--- src/rtl/wb_port_arbiter.sv ---
// Arbitrates the single register-file write port between the writeback stage and a
// small FIFO of late results, with starvation relief and a halt drain sequence.
module wb_port_arbiter #(
    parameter int DEPTH      = 2,
    parameter int STARVE_MAX = 4
) (
    input  logic                     clk,
    input  logic                     rst_n,
    input  logic                     pipe_wr_en,
    input  logic [2:0]               pipe_wr_reg,
    input  logic [15:0]              pipe_wr_data,
    input  logic                     pipe_halt,
    input  logic                     late_valid,
    input  logic [2:0]               late_reg,
    input  logic [15:0]              late_data,
    output logic                     late_ready,
    output logic                     stall_wb,
    output logic                     rf_wr_en,
    output logic [2:0]               rf_wr_reg,
    output logic [15:0]              rf_wr_data,
    output logic [$clog2(DEPTH):0]   fifo_count,
    output logic                     halt_done
);
    localparam int PTR_W    = $clog2(DEPTH);
    localparam int CNT_W    = $clog2(DEPTH) + 1;
    localparam int STARVE_W = $clog2(STARVE_MAX + 1);

    typedef enum logic [1:0] {RUN, DRAIN, HALTED} arbState_t;

    arbState_t                 stateReg;
    logic [DEPTH-1:0][2:0]     entryDst;
    logic [DEPTH-1:0][15:0]    entryData;
    logic [DEPTH-1:0]          entryLive;
    logic [DEPTH-1:0]          liveNext;
    logic [PTR_W-1:0]          rdPtrReg;
    logic [PTR_W-1:0]          wrPtrReg;
    logic [CNT_W-1:0]          countReg;
    logic [CNT_W-1:0]          countNext;
    logic [STARVE_W-1:0]       starveReg;

    logic [DEPTH-1:0]            slotOcc;
    logic [DEPTH-1:0]            slotLive;
    logic [DEPTH-1:0]            pipeHit;
    logic [DEPTH-1:0][PTR_W-1:0] slotIdx;

    logic [CNT_W-1:0] skipCnt;
    logic [CNT_W-1:0] popCnt;
    logic [PTR_W-1:0] headIdx;
    logic             liveFound;
    logic             inRun;
    logic             inDrain;
    logic             forceGrant;
    logic             pipeGrant;
    logic             fifoGrant;
    logic             pushFire;
    logic             pushKeep;
    logic             haltGo;
    logic             drainDone;

    // Slot gi is the gi-th oldest occupied entry; pipeHit is indexed physically.
    genvar gi;
    generate
        for (gi = 0; gi < DEPTH; gi++) begin : gSlot
            assign slotIdx[gi]  = rdPtrReg + PTR_W'(gi);
            assign slotOcc[gi]  = (CNT_W'(gi) < countReg);
            assign slotLive[gi] = slotOcc[gi] && entryLive[slotIdx[gi]];
            assign pipeHit[gi]  = (entryDst[gi] == pipe_wr_reg);
        end
    endgenerate

    // Superseded entries ahead of the first live one are dropped in the same cycle,
    // so they never cost a grant slot.
    always_comb begin
        skipCnt   = '0;
        liveFound = 1'b0;
        for (int i = 0; i < DEPTH; i++) begin
            if (!liveFound && slotOcc[i]) begin
                if (slotLive[i]) begin
                    liveFound = 1'b1;
                end else begin
                    skipCnt = skipCnt + CNT_W'(1);
                end
            end
        end
    end

    assign headIdx    = rdPtrReg + skipCnt[PTR_W-1:0];
    assign inRun      = (stateReg == RUN);
    assign inDrain    = (stateReg == DRAIN);
    assign forceGrant = inRun && liveFound && (starveReg == STARVE_W'(STARVE_MAX));
    assign pipeGrant  = inRun && !forceGrant && pipe_wr_en;
    assign fifoGrant  = liveFound && (inDrain || (inRun && (forceGrant || !pipe_wr_en)));

    assign stall_wb   = rst_n && forceGrant && pipe_wr_en;
    assign late_ready = rst_n && (countReg < CNT_W'(DEPTH)) && (stateReg != HALTED);
    assign fifo_count = countReg;

    // A late beat aimed at the register the pipe is writing now is already stale.
    assign pushFire  = late_valid && late_ready;
    assign pushKeep  = pushFire && !(pipeGrant && (late_reg == pipe_wr_reg));
    assign popCnt    = skipCnt + CNT_W'(fifoGrant);
    assign countNext = countReg + CNT_W'(pushKeep) - popCnt;

    // A stalled halt is re-presented next cycle, so only an unstalled one takes effect.
    assign haltGo    = inRun && pipe_halt && !(forceGrant && pipe_wr_en);
    assign drainDone = inDrain && (countReg == '0) && !late_valid;

    always_comb begin
        liveNext = entryLive;
        if (pipeGrant) begin
            liveNext = liveNext & ~pipeHit;
        end
        if (pushKeep) begin
            liveNext[wrPtrReg] = 1'b1;
        end
    end

    always_ff @(posedge clk) begin
        if (pushKeep) begin
            entryDst[wrPtrReg]  <= late_reg;
            entryData[wrPtrReg] <= late_data;
        end
    end

    always_ff @(posedge clk) begin
        if (!rst_n) begin
            stateReg   <= RUN;
            entryLive  <= '0;
            rdPtrReg   <= '0;
            wrPtrReg   <= '0;
            countReg   <= '0;
            starveReg  <= '0;
            rf_wr_en   <= 1'b0;
            rf_wr_reg  <= '0;
            rf_wr_data <= '0;
            halt_done  <= 1'b0;
        end else begin
            entryLive <= liveNext;
            rdPtrReg  <= rdPtrReg + popCnt[PTR_W-1:0];
            wrPtrReg  <= wrPtrReg + PTR_W'(pushKeep);
            countReg  <= countNext;

            rf_wr_en <= pipeGrant || fifoGrant;
            if (pipeGrant) begin
                rf_wr_reg  <= pipe_wr_reg;
                rf_wr_data <= pipe_wr_data;
            end else if (fifoGrant) begin
                rf_wr_reg  <= entryDst[headIdx];
                rf_wr_data <= entryData[headIdx];
            end

            if (fifoGrant) begin
                starveReg <= '0;
            end else if (pipeGrant && liveFound && (starveReg != STARVE_W'(STARVE_MAX))) begin
                starveReg <= starveReg + STARVE_W'(1);
            end

            case (stateReg)
                RUN: begin
                    if (haltGo) begin
                        stateReg <= DRAIN;
                    end
                end
                DRAIN: begin
                    if (drainDone) begin
                        stateReg  <= HALTED;
                        halt_done <= 1'b1;
                    end
                end
                HALTED: begin
                    stateReg <= HALTED;
                end
                default: begin
                    stateReg <= RUN;
                end
            endcase
        end
    end
endmodule

--- config.mk ---
export PLATFORM = sky130hd
export DESIGN_NAME = wb_port_arbiter
export DESIGN_NICKNAME = d
export VERILOG_FILES = /design/src/rtl/wb_port_arbiter.sv
export SDC_FILE = /design/constraint.sdc
export NUM_CORES = 1
export LEC_CHECK = 0
export ABC_AREA = 1
export BUFFER_PORTS_ARGS = -buffer_cell sky130_fd_sc_hd__clkbuf_2
export CAP_MARGIN = 25
export CORE_UTILIZATION = 47
export DETAILED_ROUTE_END_ITERATION = 10
export GPL_TIMING_DRIVEN = 0
export MAX_ROUTING_LAYER = met4
export PLACE_DENSITY = 0.71
export SKIP_CTS_REPAIR_TIMING = 1
export SLEW_MARGIN = 10
export SYNTH_ARGS = -nofsm -noshare
export SYNTH_HDL_FRONTEND = slang
export SYNTH_SLANG_ARGS = --single-unit
--- constraint.sdc ---
create_clock -name clk -period 3.3 [get_ports clk]
set_input_delay 0.165 -clock clk [delete_from_list [all_inputs] [get_ports clk]]
set_output_delay 0.165 -clock clk [all_outputs]
set_load 0.05 [all_outputs]
==> key figures <==
Route
  – Mean routed wirelength per cell: 12.6 um
  – Vias: 2,910
  – DRT iter0 DRCs: 108
  – Remaining routing DRC violations: 0
  – Via count normalized by instance count: 4.76
  – Aggregate routed wire length: 7720 um
  – First-pass iteration count of the detailed router: 4
  – Detail Route Antenna Nets: 0

Synthesis
  – Synth top area cells: edfxtp_1 32%, dfxtp_1 18%, nand2_1 9.6%
  – Distinct cells, synth: 33
  – Post-synthesis register bit count: 70
  – Biggest area consumer among synthesized cells: edfxtp_1
  – Number of enable flip-flop cells after synthesis: 38
  – Post-Synthesis Cells: 422
  – Synth Flop Type: edfxtp_1
  – Mean instance size in the synthesized netlist: 8.52 sq um
  – Number of warnings printed during yosys synthesis: 0
  – Syn nets: 476
  – Commonest cells in the netlist: 92 x nand2_1, 59 x inv_1, 59 x nand3_1
  – Most instantiated library cell after synthesis: nand2_1
  – Yosys top cell area share: 31.7%
  – Synthesized area: 0.00360 sq mm
  – Proportion of synthesized flip-flops having asynchronous set or reset: 0%
  – Share of the yosys chip area belonging to registers: 49.5%

Setup path
  – Worst setup startpoint: rdPtrReg
  – Kind of cell with the highest combined delay on the critical path: adder cells
  – Worst-case reg-to-reg path depth: 18
  – Standard cell with the maximum stage delay on the critical path: dfxtp_1
  – Most Frequent Cell on Critical Path: ha_1
  – Critical Path RT: 3580 ps
  – Buffers and inverters on the worst path: 5
  – Kind of launch point of the worst setup path: flip-flop
  – Cell-by-cell trace of the critical path: buf_6 -> inv_8 -> nand2_1 -> nand2_2 -> a21oi_1 -> ha_1 -> inv_1 -> nand2_1 -> nand3_1 -> inv_1 -> ha_1 -> ha_1 -> inv_1 -> ha_1 -> xnor2_1 -> xor2_1 -> o21ai_0 -> a21oi_1
  – Number of logic stages on the critical path including buffering: 18
  – Reg2reg start: rdPtrReg
  – Data arrival time of the critical path: 3210 ps
  – Endpoint class of the critical path: flip-flop
  – Critical setup path kind: flip-flop to flip-flop
  – CP max stage delay: 330 ps
  – Critical-path maximum fanout: 7

Floorplan
  – Vert. Die Dim: 89.5 um
  – Die Span X: 89.5 um
  – Site row count: 31
  – Placeable core area: 0.00733 sq mm
  – Die Area: 0.00801 sq mm
  – Starting Density: 49.1%
  – Number of placed I/O pins: 68

Min path
  – Source of the worst hold timing path: late_data[11]
  – Path type of the worst min-delay path: primary input to flip-flop
  – Cell depth of the worst hold path: 1

Finish
  – Reg with most FFs: entryData
  – Final standard cell area without fillers: 0.00437 sq mm
  – Fin nets: 561
  – Flip-flop count of the largest register, all copies and words added: 32
  – Area Overhead vs Synth: 21.4%
  – Layout cells sized above 1: 22.3%
  – Diode insertion count for antenna repair: 0
  – Largest regs: entryData: 32 flops, rf_wr_data: 16 flops, entryDst: 6 flops
  – # fillers: 657

STA
  – Max-slew violation total from the final report: 0
  – Final hold vios: 0
  – Maximum frequency from static timing analysis: 0.342 GHz
  – Slew at the pin with the worst max-slew slack: 920 ps
  – Setup TNS: 0 ps
  – Relative max-transition margin: 38.7%
  – RSZ-0062 raised after global routing: no
  – Final critical delay including setup and external delays: 2920 ps
  – Final clock period utilization by the worst path: 88.5%
  – Maximum clock skew at final layout: 8.83 ps
  – Total setup violations reported at the end of the flow: 0

Power
  – Leak: 0.00212 uW
  – PD cells: 758 mW/mm^2
  – VDD IR-drop max: 0.300 mV

Clock tree
  – TritonCTS clock tree: yes
  – Later-pin clock latency in the skew report: 350 ps
  – Root cell of the clock tree: clkbuf_8
  – Sinks on Clock Net: 70
  – Clock slew at the register clock pins of the worst setup and hold paths: 80 ps
  – Total clock buffers created by CTS: 9
  – H-tree levels: 3
  – Number of buffers on the longest clock path: 2

Global route
  – GRT Overall Usage: 20.9%
  – Via count of the first global-routing pass: 2,610
  – Wire length of the first global-routing pass: 12,000 um
  – Maximum number of pins on one net before global-route repair: 20
  – Remaining global-route overflow: 0
  – Number of antenna violations at the first check in global routing: 0

Flow run
  – Max-capacitance violation count: 0

Placement
  – Placed cell areas: 0.00405 sq mm
  – Gpl congestion: 0.789
  – Placed wire-length estimate: 5570 um
  – Port Buf Inserts: 66

Outcome
  – Outcome: finished clean
-- layout make-up --
class | count | area, sq um | share of cell area, %
clock inverter | 7 | 105 | 2.41
multi-input combinational | 274 | 1440 | 33.0
timing repair buffer | 74 | 415 | 9.52
buffer | 14 | 118 | 2.69
sequential | 70 | 1780 | 40.8
tap | 99 | 124 | 2.84
clock buffer | 9 | 124 | 2.84
inverter | 64 | 258 | 5.90
-- layout by cell type (no fill, tap or decap), types with 2 or more instances in the layout --
cell           synthesis  routed
a21oi_1                9       9
and2_1                 2       2
buf_2                  2       2
buf_4                  4       4
buf_6                  4       4
bufinv_16              0       2
clkbuf_1               2       2
clkbuf_2               1      67
clkbuf_8               0       9
dfxtp_1               32      32
dlygate4sd3_1          0       7
edfxtp_1              38      38
ha_1                  11      11
inv_1                 59      59
inv_4                  2       2
inv_6                  1       3
inv_8                  1       2
nand2_1               92      92
nand2_2                6       6
nand2_4                4       4
nand3_1               59      59
nand3b_1              16      16
nand4_1                5       5
nor2_1                46      46
o21ai_0                8       8
xnor2_1                6       6
xor2_1                 3       3
-- kinds of logic after synthesis --
family | share of synthesized area (%)
AOI/OAI and AO/OA | 2.37
xor gates and xnor gates | 2.19
adders and majority gates | 3.83
buffers and inverters | 10.4
DFF | 49.5
and+or+nand+nor | 31.7
-- path summary, 6_finish.rpt --
| path | end | slack (ps) |
|---|---|---|
| max | fifo_count[1] | 380 |
| min | entryData[27] | 4 |
| max reg2reg | fifo_count[1] | 380 |
| min reg2reg | halt_done | 480 |
-- through the flow --
step	util [%]	hold slack [ps]	instances	setup WS, ps	total power [uW]
2_1_floorplan	-	264	422	153	2210
3_3_place_gp	55.3	354	587	515	2490
3_5_place_dp	55.3	358	587	431	2520
4_1_cts	58.4	-10.1	603	399	3310
5_1_grt	59.5	2.60	611	170	3520
6_report	59.5	3.85	611	379	3310
-- power breakdown --
group,internal (uW),switching (uW),leakage (uW)
combinational,460,940,0.00140
clock,437,359,0.000112
sequential,1050,64.8,0.000611
-- per-layer routing --
| layer | up-vias | GRT usage (%) | part of all wire (%) |
|---|---|---|---|
| met5 | - | - | 0 |
| met4 | 0 | 5.63 | 1.0 |
| met3 | 5 | 4.89 | 3.2 |
| met2 | 59 | 33.9 | 47 |
| met1 | 1317 | 26.4 | 49 |
| li1 | 1529 | - | - |
-- worst reg2reg max path, cell delays in order, from the launching register on --
cell,delay [ps]
dfxtp_1,330
buf_6,150
inv_8,50
nand2_1,60
nand2_2,60
a21oi_1,140
ha_1,240
inv_1,50
nand2_1,90
nand3_1,190
inv_1,70
ha_1,320
ha_1,280
inv_1,40
ha_1,180
xnor2_1,190
xor2_1,200
o21ai_0,100
a21oi_1,130
Power figures use the tool's default switching activity.
